[config.mk]
export PLATFORM = sky130hd
export DESIGN_NAME = axi_tdd_ng_profile_sched
export DESIGN_NICKNAME = d
export VERILOG_FILES = /design/src/rtl/axi_tdd_ng_pkg.sv /design/src/rtl/axi_tdd_ng_profile_table.sv /design/src/rtl/axi_tdd_ng_profile_sched.sv
export SDC_FILE = /design/constraint.sdc
export NUM_CORES = 1
export LEC_CHECK = 0
export ABC_AREA = 1
export BUFFER_PORTS_ARGS = -buffer_cell sky130_fd_sc_hd__buf_2
export CELL_PAD_IN_SITES_DETAIL_PLACEMENT = 0
export CELL_PAD_IN_SITES_GLOBAL_PLACEMENT = 1
export CORE_ASPECT_RATIO = 1.25
export CORE_MARGIN = 2
export CORE_UTILIZATION = 25
export CTS_BUF_LIST = sky130_fd_sc_hd__clkbuf_8
export DETAILED_ROUTE_END_ITERATION = 10
export HOLD_SLACK_MARGIN = 0.06
export PLACE_DENSITY_LB_ADDON = 0.1
export REMOVE_ABC_BUFFERS = 1
export SLEW_MARGIN = 20
export SYNTH_ARGS = -nofsm -noshare
export SYNTH_HDL_FRONTEND = slang
export SYNTH_SLANG_ARGS = --single-unit
[constraint.sdc]
create_clock -name clk -period 7.9 [get_ports clk]
set_clock_uncertainty 0.2 [all_clocks]
set_input_delay 1.185 -clock clk [delete_from_list [all_inputs] [get_ports clk]]
set_output_delay 1.185 -clock clk [all_outputs]
set_load 0.03 [all_outputs]
[src/rtl/axi_tdd_ng_pkg.sv]
// Shared types for the TDD engine blocks.
// Holds the profile scheduler state encoding.
package axi_tdd_ng_pkg;

  typedef enum logic [1:0] {
    IDLE = 2'd0,
    RUN  = 2'd1,
    DONE = 2'd2
  } sched_state_t;

endpackage

[src/rtl/axi_tdd_ng_profile_table.sv]
// Register-file of frame profiles: one write port, one combinational read port.
// A read in the cycle of a write to the same slot returns the old contents.
module axi_tdd_ng_profile_table
  import axi_tdd_ng_pkg::*;
#(
  parameter int PROFILE_COUNT  = 4,
  parameter int CHANNEL_COUNT  = 8,
  parameter int REGISTER_WIDTH = 32,
  parameter int REPEAT_WIDTH   = 16,
  localparam int IDX_W         = $clog2(PROFILE_COUNT)
) (
  input  logic                      clk,
  input  logic                      resetn,
  input  logic                      wr,
  input  logic [IDX_W-1:0]          wr_addr,
  input  logic [REGISTER_WIDTH-1:0] wr_frame_length,
  input  logic [CHANNEL_COUNT-1:0]  wr_channel_en,
  input  logic [REPEAT_WIDTH-1:0]   wr_repeat,
  input  logic [IDX_W-1:0]          rd_addr,
  output logic [REGISTER_WIDTH-1:0] rd_frame_length,
  output logic [CHANNEL_COUNT-1:0]  rd_channel_en,
  output logic [REPEAT_WIDTH-1:0]   rd_repeat
);

  logic [REGISTER_WIDTH-1:0] len_mem [PROFILE_COUNT];
  logic [CHANNEL_COUNT-1:0]  en_mem  [PROFILE_COUNT];
  logic [REPEAT_WIDTH-1:0]   rep_mem [PROFILE_COUNT];

  // Writes to addresses beyond the table are dropped for non-power-of-two sizes.
  always_ff @(posedge clk) begin
    if (!resetn) begin
      for (int i = 0; i < PROFILE_COUNT; i++) begin
        len_mem[i] <= '0;
        en_mem[i]  <= '0;
        rep_mem[i] <= '0;
      end
    end else if (wr && (int'(wr_addr) < PROFILE_COUNT)) begin
      len_mem[wr_addr] <= wr_frame_length;
      en_mem[wr_addr]  <= wr_channel_en;
      rep_mem[wr_addr] <= wr_repeat;
    end
  end

  assign rd_frame_length = len_mem[rd_addr];
  assign rd_channel_en   = en_mem[rd_addr];
  assign rd_repeat       = rep_mem[rd_addr];

endmodule

[src/rtl/axi_tdd_ng_profile_sched.sv]
// Frame-profile scheduler: walks the profile table at frame boundaries and
// drives the active frame length and channel mask from shadow registers.
module axi_tdd_ng_profile_sched
  import axi_tdd_ng_pkg::*;
#(
  parameter int PROFILE_COUNT  = 4,
  parameter int CHANNEL_COUNT  = 8,
  parameter int REGISTER_WIDTH = 32,
  parameter int REPEAT_WIDTH   = 16,
  localparam int IDX_W         = $clog2(PROFILE_COUNT)
) (
  input  logic                      clk,
  input  logic                      resetn,
  input  logic                      tdd_enable,
  input  logic                      tdd_endof_frame,
  input  logic                      cfg_wr,
  input  logic [IDX_W-1:0]          cfg_addr,
  input  logic [REGISTER_WIDTH-1:0] cfg_frame_length,
  input  logic [CHANNEL_COUNT-1:0]  cfg_channel_en,
  input  logic [REPEAT_WIDTH-1:0]   cfg_repeat,
  input  logic [IDX_W-1:0]          cfg_last,
  input  logic                      cfg_loop,
  output logic [REGISTER_WIDTH-1:0] tdd_frame_length,
  output logic [CHANNEL_COUNT-1:0]  tdd_channel_en,
  output logic [IDX_W-1:0]          sched_profile,
  output logic                      sched_active,
  output logic                      sched_done
);

  localparam logic [IDX_W-1:0] MAX_IDX = IDX_W'(PROFILE_COUNT - 1);

  sched_state_t              state;
  logic                      enable_q;
  logic [REPEAT_WIDTH-1:0]   frame_cnt;
  logic [REPEAT_WIDTH-1:0]   cur_repeat;
  logic [REPEAT_WIDTH-1:0]   repeat_eff;
  logic [IDX_W-1:0]          last_eff;
  logic [IDX_W-1:0]          next_slot;
  logic                      more_frames;
  logic [REGISTER_WIDTH-1:0] rd_frame_length;
  logic [CHANNEL_COUNT-1:0]  rd_channel_en;
  logic [REPEAT_WIDTH-1:0]   rd_repeat;

  axi_tdd_ng_profile_table #(
    .PROFILE_COUNT  (PROFILE_COUNT),
    .CHANNEL_COUNT  (CHANNEL_COUNT),
    .REGISTER_WIDTH (REGISTER_WIDTH),
    .REPEAT_WIDTH   (REPEAT_WIDTH)
  ) i_table (
    .clk             (clk),
    .resetn          (resetn),
    .wr              (cfg_wr),
    .wr_addr         (cfg_addr),
    .wr_frame_length (cfg_frame_length),
    .wr_channel_en   (cfg_channel_en),
    .wr_repeat       (cfg_repeat),
    .rd_addr         (next_slot),
    .rd_frame_length (rd_frame_length),
    .rd_channel_en   (rd_channel_en),
    .rd_repeat       (rd_repeat)
  );

  // The read port always points at the slot the next load would take.
  always_comb begin
    last_eff    = (int'(cfg_last) > PROFILE_COUNT - 1) ? MAX_IDX : cfg_last;
    repeat_eff  = (cur_repeat == '0) ? REPEAT_WIDTH'(1) : cur_repeat;
    more_frames = frame_cnt < (repeat_eff - REPEAT_WIDTH'(1));
    next_slot   = '0;
    if (state == RUN && sched_profile != last_eff) begin
      next_slot = sched_profile + IDX_W'(1);
    end
  end

  always_ff @(posedge clk) begin
    if (!resetn) begin
      state            <= IDLE;
      enable_q         <= 1'b0;
      frame_cnt        <= '0;
      cur_repeat       <= '0;
      tdd_frame_length <= '0;
      tdd_channel_en   <= '0;
      sched_profile    <= '0;
      sched_active     <= 1'b0;
      sched_done       <= 1'b0;
    end else begin
      enable_q   <= tdd_enable;
      sched_done <= 1'b0;
      if (!tdd_enable) begin
        state            <= IDLE;
        frame_cnt        <= '0;
        cur_repeat       <= '0;
        tdd_frame_length <= '0;
        tdd_channel_en   <= '0;
        sched_profile    <= '0;
        sched_active     <= 1'b0;
      end else begin
        case (state)
          IDLE: begin
            if (!enable_q) begin
              state            <= RUN;
              frame_cnt        <= '0;
              cur_repeat       <= rd_repeat;
              tdd_frame_length <= rd_frame_length;
              tdd_channel_en   <= rd_channel_en;
              sched_profile    <= next_slot;
              sched_active     <= 1'b1;
            end
          end
          RUN: begin
            if (tdd_endof_frame) begin
              if (more_frames) begin
                frame_cnt <= frame_cnt + REPEAT_WIDTH'(1);
              end else if (sched_profile != last_eff || cfg_loop) begin
                frame_cnt        <= '0;
                cur_repeat       <= rd_repeat;
                tdd_frame_length <= rd_frame_length;
                tdd_channel_en   <= rd_channel_en;
                sched_profile    <= next_slot;
              end else begin
                state          <= DONE;
                tdd_channel_en <= '0;
                sched_active   <= 1'b0;
                sched_done     <= 1'b1;
              end
            end
          end
          default: begin
            state <= DONE;
          end
        endcase
      end
    end
  end

endmodule

==> results of run 1 <==
-- worst max path at each step --
stage | startpoint | to | slack, ps | cells past startpoint
2_1_floorplan | cfg_last[0] | tdd_channel_en[0]$_SDFFE_PN0P_ | 1190 | 10
3_3_place_gp | cur_repeat[2]$_SDFFE_PN0P_ | tdd_frame_length[8]$_SDFFE_PN0P_ | 2790 | 22
3_5_place_dp | cur_repeat[2]$_SDFFE_PN0P_ | tdd_frame_length[12]$_SDFFE_PN0P_ | 2730 | 20
4_1_cts | cur_repeat[2]$_SDFFE_PN0P_ | tdd_frame_length[15]$_SDFFE_PN0P_ | 2700 | 20
5_1_grt | cur_repeat[2]$_SDFFE_PN0P_ | tdd_frame_length[23]$_SDFFE_PN0P_ | 2120 | 22
6_report | cur_repeat[2]$_SDFFE_PN0P_ | tdd_frame_length[25]$_SDFFE_PN0P_ | 2710 | 20
-- logic make-up after synthesis --
kind of cell,share of synthesized area
xor+xnor,0.0183
flops,0.597
simple gates,0.264
compound gates,0.0416
fa+ha+maj,0.0153
buf+inv,0.0633
-- layer usage --
metal	vias up	GRT usage
met5	-	0
met4	0	0.0428
met3	60	0.0256
met2	163	0.273
met1	5160	0.186
li1	5316	-
-- layout by cell type (no fill, tap or decap), drive strengths merged, types with 25 or more instances in the layout --
cell type,Yosys,final
a21oi,64,64
buf,36,125
clkbuf,53,56
dfxtp,79,79
edfxtp,224,224
inv,131,171
nand2,339,339
nand3,106,106
nand4,25,25
nor2,417,417
o21ai,36,36
-- synthesized netlist by cell type (3+ instances only) --
cell                       instances
sky130_fd_sc_hd__nor4_1            4
sky130_fd_sc_hd__buf_1            12
sky130_fd_sc_hd__nor3_1            7
sky130_fd_sc_hd__nor2_2            5
sky130_fd_sc_hd__buf_2            20
sky130_fd_sc_hd__nand3_1         105
sky130_fd_sc_hd__nand2_1         336
sky130_fd_sc_hd__xnor2_1           5
sky130_fd_sc_hd__inv_1           131
sky130_fd_sc_hd__xor2_1           24
sky130_fd_sc_hd__edfxtp_1        224
sky130_fd_sc_hd__a31oi_1           4
sky130_fd_sc_hd__buf_6             3
sky130_fd_sc_hd__ha_1             17
sky130_fd_sc_hd__dfxtp_1          79
sky130_fd_sc_hd__nand3b_1          6
sky130_fd_sc_hd__clkbuf_1         53
sky130_fd_sc_hd__o21bai_1          5
sky130_fd_sc_hd__nor2_1          412
sky130_fd_sc_hd__nand4_1          25
sky130_fd_sc_hd__o21ai_0          36
sky130_fd_sc_hd__a21oi_1          64
-- layout make-up --
class                      count  area (µm²)
fill                        5940       38800
multi-input combinational   1062        4770
tap                          735         920
inverter                     132         498
antenna                        1        2.50
timing repair buffer         125         678
sequential                   303        8310
clock inverter                46         186
clock buffer                  56         771
-- power groups by stage --
| stage | sequential, W | clock (W) | combinational [W] |
|---|---|---|---|
| floorplan | 0.00193 | 0 | 0.000338 |
| global placement | 0.00190 | 0 | 0.000573 |
| detailed placement | 0.00190 | 0 | 0.000573 |
| CTS | 0.00187 | 0.00139 | 0.000576 |
| global route | 0.00188 | 0.00146 | 0.000640 |
| finish | 0.00187 | 0.00134 | 0.000557 |
-- per-stage QoR --
step           hold WS [ps]   util  area, µm²  total power [W]
6_report                260  0.294      16100          0.00377
5_1_grt                 292  0.294      16100          0.00398
4_1_cts                 264  0.294      16100          0.00384
3_5_place_dp            252  0.276      15200          0.00248
3_3_place_gp            249  0.276      15200          0.00248
2_1_floorplan           257      -      13500          0.00227
-- registers in the layout, summed over array words and instances, names as in the netlist --
signal            flops
sched_profile         2
i_table.len_mem     128
enable_q              1
sched_done            1
frame_cnt            16
tdd_channel_en        8
sched_active          1
tdd_frame_length     32
i_table.rep_mem      64
cur_repeat           16
i_table.en_mem       32
state                 2
-- worst min-delay path: stages (launching register included) --
cell                      delay, ps
sky130_fd_sc_hd__dfxtp_1        320
sky130_fd_sc_hd__nor2_1          40
sky130_fd_sc_hd__nor2_1          60
==> out/results.txt, run 1 <==
The Yosys step of the flow raised 0 warnings. In this run the critical register-to-register path is captured at tdd_frame_length[25]$_SDFFE_PN0P_. Static leakage: 7.02 nW.

TritonCTS built the clock tree. The slew at the pin closest to its max-slew limit came out at 1160 ps. At the worst endpoint, the required time is 8220 ps.

Switching power share of the total: 0.298. During I/O placement, the number of pins put on the boundary was 110. After synthesis, the cell types taking the most area are sky130_fd_sc_hd__edfxtp_1 48%, sky130_fd_sc_hd__dfxtp_1 11%, sky130_fd_sc_hd__nor2_1 11%. Setup repair after global routing left no endpoint under its margin. Wires add up to 43400 µm. Stage delay of the slowest cell on the critical path: 730 ps. The tightest min-delay check is of the flip-flop to flip-flop type. Number of antenna violations at the first check in global routing: 1. In this run the worst path has a maximum fanout of 56. The combined area of all synthesized cells came out at 0.0139 mm².

The critical path contains buffers and inverters numbering 2 combined. The maximum vdd drop is 0.101 mV. Setup violations remaining at the end of the flow were counted as 0. The initialized floorplan defines 96 standard-cell rows.

The library cell contributing the largest single delay on the critical path is sky130_fd_sc_hd__nor2_2. The final instance count without filler cells was 2460; the part of the total power dissipated in combinational logic was 0.148. The tools report the overall track demand over capacity in global routing as 0.152. The tools report the part of the power in the clock network as 0.356.

The fraction of layout cells with a size suffix above 1 was 0.121. The quantity of hold-fixing buffers added after cts was 0; the total overflow reported by the global router was 0. For the number of global-route vias before repair, the log shows 10800. For this design, the sink count on the clock tree is 303.

The buffers inserted during post-CTS setup optimization was 0; the via-per-instance ratio was 4.35. At the end of routability-driven placement, the weighted congestion stood at 0.736. Dividing the synthesized area by the synthesized cell count gives 8.77 µm². The tools report the share of synthesized area occupied by flip-flops and latches as 0.597. Setup total negative slack on the finished layout was measured at 0 ps. The area enclosed by the die boundary came out at 0.0575 mm². For hold timing, the worst endpoint is tdd_frame_length[3]$_SDFFE_PN0P_. The floorplan step set the die width to 215 µm. After clock tree synthesis, the clock-pin slew on the worst setup and hold paths is 60 ps. The worst hold path was traced through 2 stages. The run finished with clean final reports.

The net count of the finished layout is 1761. After synthesis the netlist holds a flip-flop and latch count of 303. The routed length on met1 is 19100 µm. In this run the standard cell core region covers 0.0549 mm². Largest delay contributor family on the critical path: simple AND/OR/NAND/NOR gates.

The most repeated library cell on the critical path was sky130_fd_sc_hd__nand2_1. For this design the total switching power over the nets is 0.00112 W. The area growth from synthesis to layout is 16.0%. The fraction of power consumed by sequential logic is 0.496, and the count of cells resized by post-cts repair is 0. After detailed routing, the number of remaining DRC violations is 0.

Dividing total power by cell area gives a power density of 233 mW/mm². For the routed length on met3, the log shows 1570 µm. For the met2 layer wire length in the routed design, the log shows 21900 µm. The most used flip-flop cell after synthesis is sky130_fd_sc_hd__edfxtp_1. The CTS H-tree depth came out at 2. The number of hold violations in the final report came out at 0. Of all cell types, the one taking the most synthesized area is sky130_fd_sc_hd__edfxtp_1.

The type of the setup path with the least slack was flip-flop to flip-flop. The tools report the starting density of the core as 0.253. The detailed placement HPWL is 23700 µm, and the per-cell routed wire length is 17.7 µm. After layout, the minimum clock period comes to 5190 ps. The number of library cell types mapped by synthesis was 29; the internal power component was 0.00264 W.

From bottom edge to top edge, the die measures 268 µm. Top routing layer in use: met4. The number of enable-type register cells in the synthesized netlist was 224. STA puts the critical path data arrival time at 5510 ps. The headroom to the max-slew limit was 0.220. For the gate count after technology mapping, the log shows 1586. The run gives 0 as the max-cap violation count. Walking the worst path, the cells encountered are nor2_2, nand2_1, nor2_1, nand2_1, nand2_1, nor4_1, nand4_1, inv_1, nand4_1, o21ai_0, ha_1, a21oi_1, o21ai_0, nor2_2, nand3_4, nand2_2, buf_4, nand2_1, nand2_1, nor2_1. Counting tap cells, the placed design contains a total of 2357 instances. Timing would allow up to 193 MHz. The logic depth of the worst register-to-register path was 20.

Pin count of the biggest net entering global routing: 70. The tools report the vias after detailed routing as 10700. STA classifies the critical path endpoint as a flip-flop. The tools report the launch instance of the worst register-to-register path as cur_repeat[2]$_SDFFE_PN0P_. OpenSTA, run right after detailed placement, puts the worst setup slack at 2730 ps. The later pin in the worst-skew pair is clocked with a latency of 650 ps. The worst hold path begins at tdd_frame_length[3]$_SDFFE_PN0P_.

Across all register-to-register paths, the minimum setup slack is 2710 ps. Final period utilization: 0.657. The pre-antenna-repair detailed-routing pass consisted of 5 iterations.

The clock passes through at most 3 buffers. The run gives 54 as the number of buffers inserted during clock tree synthesis. The count of routing violations after the opening detailed-route iteration is 431. The run gives 0 as the number of pins exceeding their max-slew limit in the final report. In this run the tool buffered the top-level ports with 109 buffer cells. In the post-route analysis, the smallest setup slack over all paths is 2710 ps. Proportion of register bits with asynchronous set or reset after synthesis: 0. The root buffer selected by CTS was sky130_fd_sc_hd__clkbuf_8. The element type at the critical path start is a flip-flop. The residual antenna-violating net count after detailed routing was 0; the first-pass GRT wire length was 66400 µm.

The area share of the leading cell type in the synthesized netlist was 0.484.
Note: power is estimated with default switching activity, not from simulation.
==> run 2: changes to the inputs <==
- clock period: 7.9 -> 4.5 ns (I/O delays scaled with it)
==> out/results.txt, run 2 (synthesis results as in run 1) <==
The tools report the maximum vdd drop as 0.194 mV (+92%). The logs give 4290 ps (-1220 ps) for the data arrival time of the worst path and 43600 µm (+0.33%) for the total wirelength of the detailed-routed design. The via-per-instance ratio is 4.33 (-0.36%), and the overall track demand over capacity in global routing is 0.152 (+0.000676). Setup repair after global routing left no endpoint under its margin.

The per-cell routed wire length is 17.6 µm (-0.40%), and the max-cap violation count is 0 (unchanged). The endpoint class of the critical path is a flip-flop. Compared with the post-synthesis result, the final layout area differs by 18.8%. The final routed DRC violation total is 0 (unchanged). The final estimated routing congestion in global placement is 0.765 (+3.9%), and the total overflow reported by the global router is 0 (unchanged). The final period utilization was 0.879 (+0.222); the I/O pin total was 110 (unchanged).

The tools report the buffers inserted during post-CTS setup optimization as 0 (unchanged). The headroom to the max-slew limit was 0.294 (+0.0746). The run gives 4830 ps (-3390 ps) as the data required time at the worst endpoint. Post-route worst hold slack: 115 ps (-145 ps). The slew at the pin closest to its max-slew limit is 1060 ps (-105 ps), and the highest clock rate is 253 MHz (+31%). STA classifies the critical path startpoint as a flip-flop.

The first-pass GRT wire length was 66700 µm (+0.51%). Detailed-router iteration count before antenna repair: 4 (-1). The run gives 24200 µm (+2.4%) as the detailed placement HPWL. The logs give 57 (+5.6%) for the number of buffers inserted during clock tree synthesis and 504 (+17%) for the count of routing violations after the opening detailed-route iteration. The critical path is of the flip-flop to flip-flop type. TritonCTS built the clock tree. The run gives 303 (unchanged) as the total number of clock tree sinks. Leaving out fill and tap cells, the most frequent cells in the layout are 412 x sky130_fd_sc_hd__nor2_1, 329 x sky130_fd_sc_hd__nand2_1, 224 x sky130_fd_sc_hd__edfxtp_1, 151 x sky130_fd_sc_hd__inv_1, 109 x sky130_fd_sc_hd__buf_2. The residual antenna-violating net count after detailed routing is 0 (unchanged), and the total number of nets in the final design is 1776 (+0.85%).

Flip-flop count of the largest register after layout: 128 (unchanged). Vias after detailed routing: 10700 (+0.37%). The largest registers in the layout are i_table.len_mem: 128 flops, i_table.rep_mem: 64 flops.

The die boundary width was 215 µm (unchanged); the static leakage was 7.16 nW (+2.1%). The tools report the final total negative setup slack as 0 ps (unchanged). The pin count of the biggest net entering global routing is 66 (-5.7%), and the number of hold violations in the final report is 0 (unchanged).

The number of global-route vias before repair was 10900 (+1.2%); the number of pins exceeding their max-slew limit in the final report was 0 (unchanged). The starting density of the core was 0.253 (unchanged). The flow ran to the end, and the final reports show no timing, DRC or antenna violations.

The most common cell after layout, fill and taps aside is sky130_fd_sc_hd__nor2_1. The fraction of layout cells with a size suffix above 1 was 0.135 (+0.0148). The worst hold path belongs to the class input pin to flip-flop. The time the worst path needs with I/O delays and setup works out to 3960 ps (-1230 ps).

The CTS H-tree depth is 2 (unchanged), and the area of the core is 0.0549 mm² (unchanged). The clock slew at the register clock pins of the worst setup and hold paths came out at 60 ps (about the same). The vertical die dimension was 268 µm (unchanged); the final number of setup-violating endpoints was 0 (unchanged). i_table.len_mem holds more flip-flops than any other register. The top fanout value on the critical path is 31 (-45%). Area enclosed by the die boundary: 0.0575 mm² (unchanged). Power per unit of standard cell area: 434 mW/mm² (+86%). The logs give 96 (unchanged) for the number of placement rows and 650 ps (about the same) for the insertion delay of the later-clocked pin in the worst-skew pair. The deepest clock path buffer count is 3 (unchanged).

The run gives 1 (unchanged) as the number of antenna violations at the first check in global routing. The port buffer count came out at 109 (unchanged). The root buffer selected by CTS was sky130_fd_sc_hd__clkbuf_8.
[run 2: cell count changes in the layout (fill, tap and decap cells not counted), sizes merged]
cell / before / now
bufinv: 0 / 5
clkbuf: 56 / 66
clkinv: 7 / 14
buf: 125 / 137
inv: 171 / 155
[run 2: metrics by stage]
| step | power (W) | area [µm²] | util | instances | setup slack (ps) |
|---|---|---|---|---|---|
| finish | 0.00717 | 16500 | 0.301 | 2478 | 544 |
| global route | 0.00754 | 16500 | 0.301 | 2478 | 81.3 |
| CTS | 0.00730 | 16500 | 0.301 | 2477 | 352 |
| detailed placement | 0.00437 | 15300 | 0.279 | 2369 | 367 |
| global placement | 0.00437 | 15300 | 0.279 | 2369 | 433 |
| floorplan | 0.00398 | 13500 | - | 1497 | -1860 |
[run 2: final timing paths]
path | startpoint | end | slack [ps] | cells after the start
setup / recovery | cur_repeat[2]$_SDFFE_PN0P_ | tdd_channel_en[7]$_SDFFE_PN0P_ | 540 | 22
hold / removal | tdd_endof_frame | sched_done$_SDFF_PP0_ | 110 | 3
setup reg to reg | cur_repeat[2]$_SDFFE_PN0P_ | tdd_channel_en[7]$_SDFFE_PN0P_ | 540 | 22
hold reg to reg | tdd_frame_length[0]$_SDFFE_PN0P_ | tdd_frame_length[0]$_SDFFE_PN0P_ | 260 | 2
[run 2: repair_timing]
item	4_1_cts	5_1_grt
endpoints found under the hold margin	0	0
endpoints found under the setup margin	0	7
hold buffers	0	0
gates resized for setup	0	1
[run 2: routing by layer]
layer,GRT usage,routed length (µm),share of wire
met1,0.192,19800,0.45
met2,0.268,21400,0.49
met3,0.0244,1420,0.033
met4,0.0471,932,0.021
met5,0,0,0
[run 2: area by class of cell]
cell class / count / area (µm²)
fill: 5906 / 38400
inverter: 132 / 497
multi-input combinational: 1062 / 4770
clock buffer: 66 / 908
timing repair buffer: 137 / 797
tap: 735 / 920
sequential: 303 / 8310
clock inverter: 42 / 310
antenna: 1 / 2.50
[run 2: power by group]
group | switching, W | internal (W) | total, W
Sequential | 0.0000767 | 0.00321 | 0.00329
Clock | 0.00126 | 0.00162 | 0.00288
Combinational | 0.000698 | 0.000299 | 0.000998
[run 2: critical path, cell delays in order, from the launching register on]
cell and delay, ps:
sky130_fd_sc_hd__dfxtp_1 430, sky130_fd_sc_hd__nor2_2 80, sky130_fd_sc_hd__nand2_1 90, sky130_fd_sc_hd__nor2_1 40
sky130_fd_sc_hd__nand2_1 90, sky130_fd_sc_hd__nand2_1 80, sky130_fd_sc_hd__inv_1 60, sky130_fd_sc_hd__ha_1 200
sky130_fd_sc_hd__nand2_1 100, sky130_fd_sc_hd__nor2_1 220, sky130_fd_sc_hd__nand2_1 130, sky130_fd_sc_hd__nor2_1 100
sky130_fd_sc_hd__nand3_1 90, sky130_fd_sc_hd__xor2_1 150, sky130_fd_sc_hd__ha_1 290, sky130_fd_sc_hd__nand4_1 130
sky130_fd_sc_hd__nor3_1 300, sky130_fd_sc_hd__nand2_4 90, sky130_fd_sc_hd__nand3_4 70, sky130_fd_sc_hd__buf_6 320
sky130_fd_sc_hd__nand2_1 310, sky130_fd_sc_hd__a21oi_1 200, sky130_fd_sc_hd__nor2_1 50
==> run 3: changes to the inputs <==
- ABC_AREA: 1 -> not set
==> out/results.txt, run 3 <==
The logs give 320 ps (-230 ps) for the slack of the worst reg-to-reg path and 0 (unchanged) for the number of pins exceeding their max-slew limit in the final report. Endpoint class of the critical path: a flip-flop. For the number of library cell types mapped by synthesis, the log shows 49 (+69%). The largest registers in the layout are i_table.len_mem: 128 flops, i_table.rep_mem: 64 flops.

The top cell types in the final layout, fill and taps aside, are 224 x sky130_fd_sc_hd__edfxtp_1, 170 x sky130_fd_sc_hd__and2_1, 109 x sky130_fd_sc_hd__buf_2, 79 x sky130_fd_sc_hd__dfxtp_1, 71 x sky130_fd_sc_hd__and3_1. The most common cell after layout, fill and taps aside is sky130_fd_sc_hd__edfxtp_1. The pin count of the biggest net entering global routing is 58 (-12%), and the area enclosed by the die boundary is 0.0561 mm² (-2.5%). The per-cell routed wire length is 21.3 µm (+21%). The post-route worst hold slack is 146 ps (+31.2 ps), and the total number of clock tree sinks is 303 (unchanged). Setup repair after global routing left no endpoint under its margin.

Clock slew at the register clock pins of the worst setup and hold paths: 70 ps (about the same). The flow ran to the end, and the final reports show no timing, DRC or antenna violations. In this run the critical register-to-register path is launched from cur_repeat[8]$_SDFFE_PN0P_. The run gives 8920 (-17%) as the vias after detailed routing. The deepest clock path buffer count is 3 (unchanged), and the proportion of register bits with asynchronous set or reset after synthesis is 0 (unchanged).

The register bit total from synthesis works out to 303 (unchanged). The slew at the pin closest to its max-slew limit was 1020 ps (-40.3 ps). Area share of the leading cell type in the synthesized netlist: 0.496 (+0.0125). The logs give 0.302 (+0.000639) for the final core utilization and 0 (unchanged) for the quantity of hold-fixing buffers added after cts. The final period utilization was 0.929 (+0.0504).

The I/O pin total was 110 (unchanged). For the number of antenna violations at the first check in global routing, the log shows 9 (+8). Among all cell types in the netlist, the one instantiated most often is sky130_fd_sc_hd__edfxtp_1.

The type of the worst min-delay path was input pin to flip-flop. The first-pass GRT wire length was 62100 µm (-7.0%); the fraction of layout cells with a size suffix above 1 was 0.250 (+0.115). TritonCTS built the clock tree.

The combined area of all synthesized cells is 0.0136 mm² (-2.5%). The logs give 0 (unchanged) for the warning count from the yosys run and 0 (unchanged) for the total overflow reported by the global router. For the overall track demand over capacity in global routing, the log shows 0.150 (-0.00249).

The logic depth of the worst register-to-register path is 15 (-32%). The largest area contributor in the synthesized netlist was sky130_fd_sc_hd__edfxtp_1. In this run the worst setup path begins at cur_repeat[8]$_SDFFE_PN0P_. For the starting density of the core, the log shows 0.252 (-0.00102). The count of routing violations after the opening detailed-route iteration was 471 (-6.5%). For the insertion delay of the later-clocked pin in the worst-skew pair, the log shows 640 ps (about the same). Element type at the critical path start: a flip-flop.

The final number of setup-violating endpoints was 0 (unchanged). For the number of placement rows, the log shows 95 (-1.0%). The critical path is of the flip-flop to flip-flop type. The number of hold violations in the final report was 0 (unchanged).

The total wirelength of the detailed-routed design is 41400 µm (-5.0%), and the gate count after technology mapping is 1037 (-35%). The count of fill cells added during filler insertion was 5587 (-5.4%); the data required time at the worst endpoint was 4790 ps (-40 ps). The area of the core is 0.0537 mm² (-2.1%), and the highest clock rate is 239 MHz (-5.4%). The most frequently used flop master after synthesis is sky130_fd_sc_hd__edfxtp_1. The time the worst path needs with I/O delays and setup is 4180 ps (+227 ps).

The static leakage is 6.30 nW (-12%). The mean instance size in the synthesized netlist came out at 13.1 µm² (+49%). The tools report the detailed placement HPWL as 22600 µm (-6.9%). The CTS H-tree depth is 2 (unchanged). More flip-flops sit in one register than any other, and that register is i_table.len_mem. The flip-flop count of the largest register after layout was 128 (unchanged); the share of synthesized area occupied by flip-flops and latches was 0.613 (+0.0154). The area growth from synthesis to layout is 19.5%. The terminus of the critical flop-to-flop path was sched_profile[0]$_SDFFE_PN0P_. The total number of nets in the final design came out at 1247 (-30%). After synthesis, the most frequently instantiated cells are 224 x sky130_fd_sc_hd__edfxtp_1, 170 x sky130_fd_sc_hd__and2_1, 79 x sky130_fd_sc_hd__dfxtp_1, 71 x sky130_fd_sc_hd__and3_1, 60 x sky130_fd_sc_hd__o21ai_0. The power per unit of standard cell area is 402 mW/mm² (-7.4%). The final estimated routing congestion in global placement was 0.689 (-9.9%); the maximum vdd drop was 0.163 mV (-16%).

Top fanout value on the critical path: 28 (-9.7%). Via-per-instance ratio: 4.60 (+6.1%). The data arrival time of the worst path was 4470 ps (+180 ps); the final routed DRC violation total was 0 (unchanged).

For the residual antenna-violating net count after detailed routing, the log shows 0 (unchanged). The tools report the max-cap violation count as 0 (unchanged). After synthesis, the cell types taking the most area are sky130_fd_sc_hd__edfxtp_1 50%, sky130_fd_sc_hd__dfxtp_1 12%, sky130_fd_sc_hd__mux4_2 9.3%. For the number of buffers inserted during clock tree synthesis, the log shows 56 (-1.8%).

The worst setup path endpoint is sched_profile[0]$_SDFFE_PN0P_. The die boundary width was 212 µm (-1.2%); the port buffer count was 109 (unchanged). The vertical die dimension works out to 264 µm (-1.2%).

The number of global-route vias before repair came out at 9608 (-12%). The headroom to the max-slew limit is 0.321 (+0.0269). Number of enable-type register cells in the synthesized netlist: 224 (unchanged).

The root buffer cell chosen for the clock tree is sky130_fd_sc_hd__clkbuf_8. The detailed-router iteration count before antenna repair came out at 4 (unchanged).
[run 3: kinds of logic after synthesis]
logic type               synth area share
AO/OA/AOI/OAI                      0.0643
flip-flops                          0.613
buffers and inverters              0.0254
AND/OR/NAND/NOR                     0.179
XOR/XNOR                          0.00775
multiplexers                       0.0946
adder cells (fa/ha/maj)            0.0157
[run 3: worst max-delay path, stage by stage, from the launching register on]
cell and delay (ps):
sky130_fd_sc_hd__dfxtp_1 300, sky130_fd_sc_hd__or4_1 610, sky130_fd_sc_hd__buf_4 190, sky130_fd_sc_hd__or3_1 320
sky130_fd_sc_hd__or3_1 390, sky130_fd_sc_hd__xor2_1 150, sky130_fd_sc_hd__ha_1 320, sky130_fd_sc_hd__nand4_1 140
sky130_fd_sc_hd__nor3_2 240, sky130_fd_sc_hd__buf_4 160, sky130_fd_sc_hd__o31ai_1 90, sky130_fd_sc_hd__buf_4 150
sky130_fd_sc_hd__and4_2 250, sky130_fd_sc_hd__buf_12 190, sky130_fd_sc_hd__o211ai_1 230, sky130_fd_sc_hd__o41ai_2 100
[run 3: per-stage QoR]
stage / cells / cell area [µm²] / setup slack, ps / TNS, ps / power (W)
2_1_floorplan: 957 / 13200 / -473 / -83840 / 0.00369
4_1_cts: 1935 / 16200 / 62.7 / 0 / 0.00663
5_1_grt: 1939 / 16200 / 32.1 / 0 / 0.00682
3_3_place_gp: 1831 / 15100 / 147 / 0 / 0.00399
6_report: 1940 / 16200 / 317 / 0 / 0.00651
3_5_place_dp: 1831 / 15100 / 93.6 / 0 / 0.00399
[run 3: area by class of cell]
cell class,count,area [µm²],area share
Inverter,3,11.3,0.000695
Timing Repair Buffer,149,917,0.0566
Sequential cell,303,8310,0.513
Tap cell,727,910,0.0562
Multi-Input combinational cell,651,4960,0.306
Clock buffer,63,867,0.0535
Clock inverter,41,214,0.0132
Antenna cell,3,7.51,0.000463
[run 3: timing repair]
action	in CTS	in global routing
endpoints found under the setup margin	0	50
endpoints found under the hold margin	0	0
resized for setup	0	5
setup buffers	0	1
[run 3: worst min-delay path by stage]
stage                                   start                                   to  cells past startpoint
6_report                    cfg_channel_en[2]   i_table.en_mem[0][2]$_SDFFCE_PN0P_                      2
3_5_place_dp   tdd_channel_en[7]$_SDFFE_PN0P_       tdd_channel_en[7]$_SDFFE_PN0P_                      2
3_3_place_gp   tdd_channel_en[0]$_SDFFE_PN0P_       tdd_channel_en[0]$_SDFFE_PN0P_                      2
4_1_cts                     cfg_channel_en[2]   i_table.en_mem[0][2]$_SDFFCE_PN0P_                      2
2_1_floorplan     cur_repeat[15]$_SDFFE_PN0P_          cur_repeat[15]$_SDFFE_PN0P_                      2
5_1_grt                         cfg_repeat[3]  i_table.rep_mem[2][3]$_SDFFCE_PN0P_                      2
[run 3: power breakdown]
group / internal [W] / total [W] / leakage [nW] / switching (W)
logic: 0.000262 / 0.000680 / 2.83 / 0.000418
clock network: 0.00134 / 0.00259 / 0.643 / 0.00125
registers: 0.00318 / 0.00324 / 2.82 / 0.0000543
total: 0.00479 / 0.00651 / 6.30 / 0.00172
[run 3: per-layer routing]
metal / routed length (µm) / global-route usage
met5: 78 / 0
met3: 1820 / 0.0341
met2: 21400 / 0.266
met1: 17300 / 0.180
met4: 830 / 0.0444
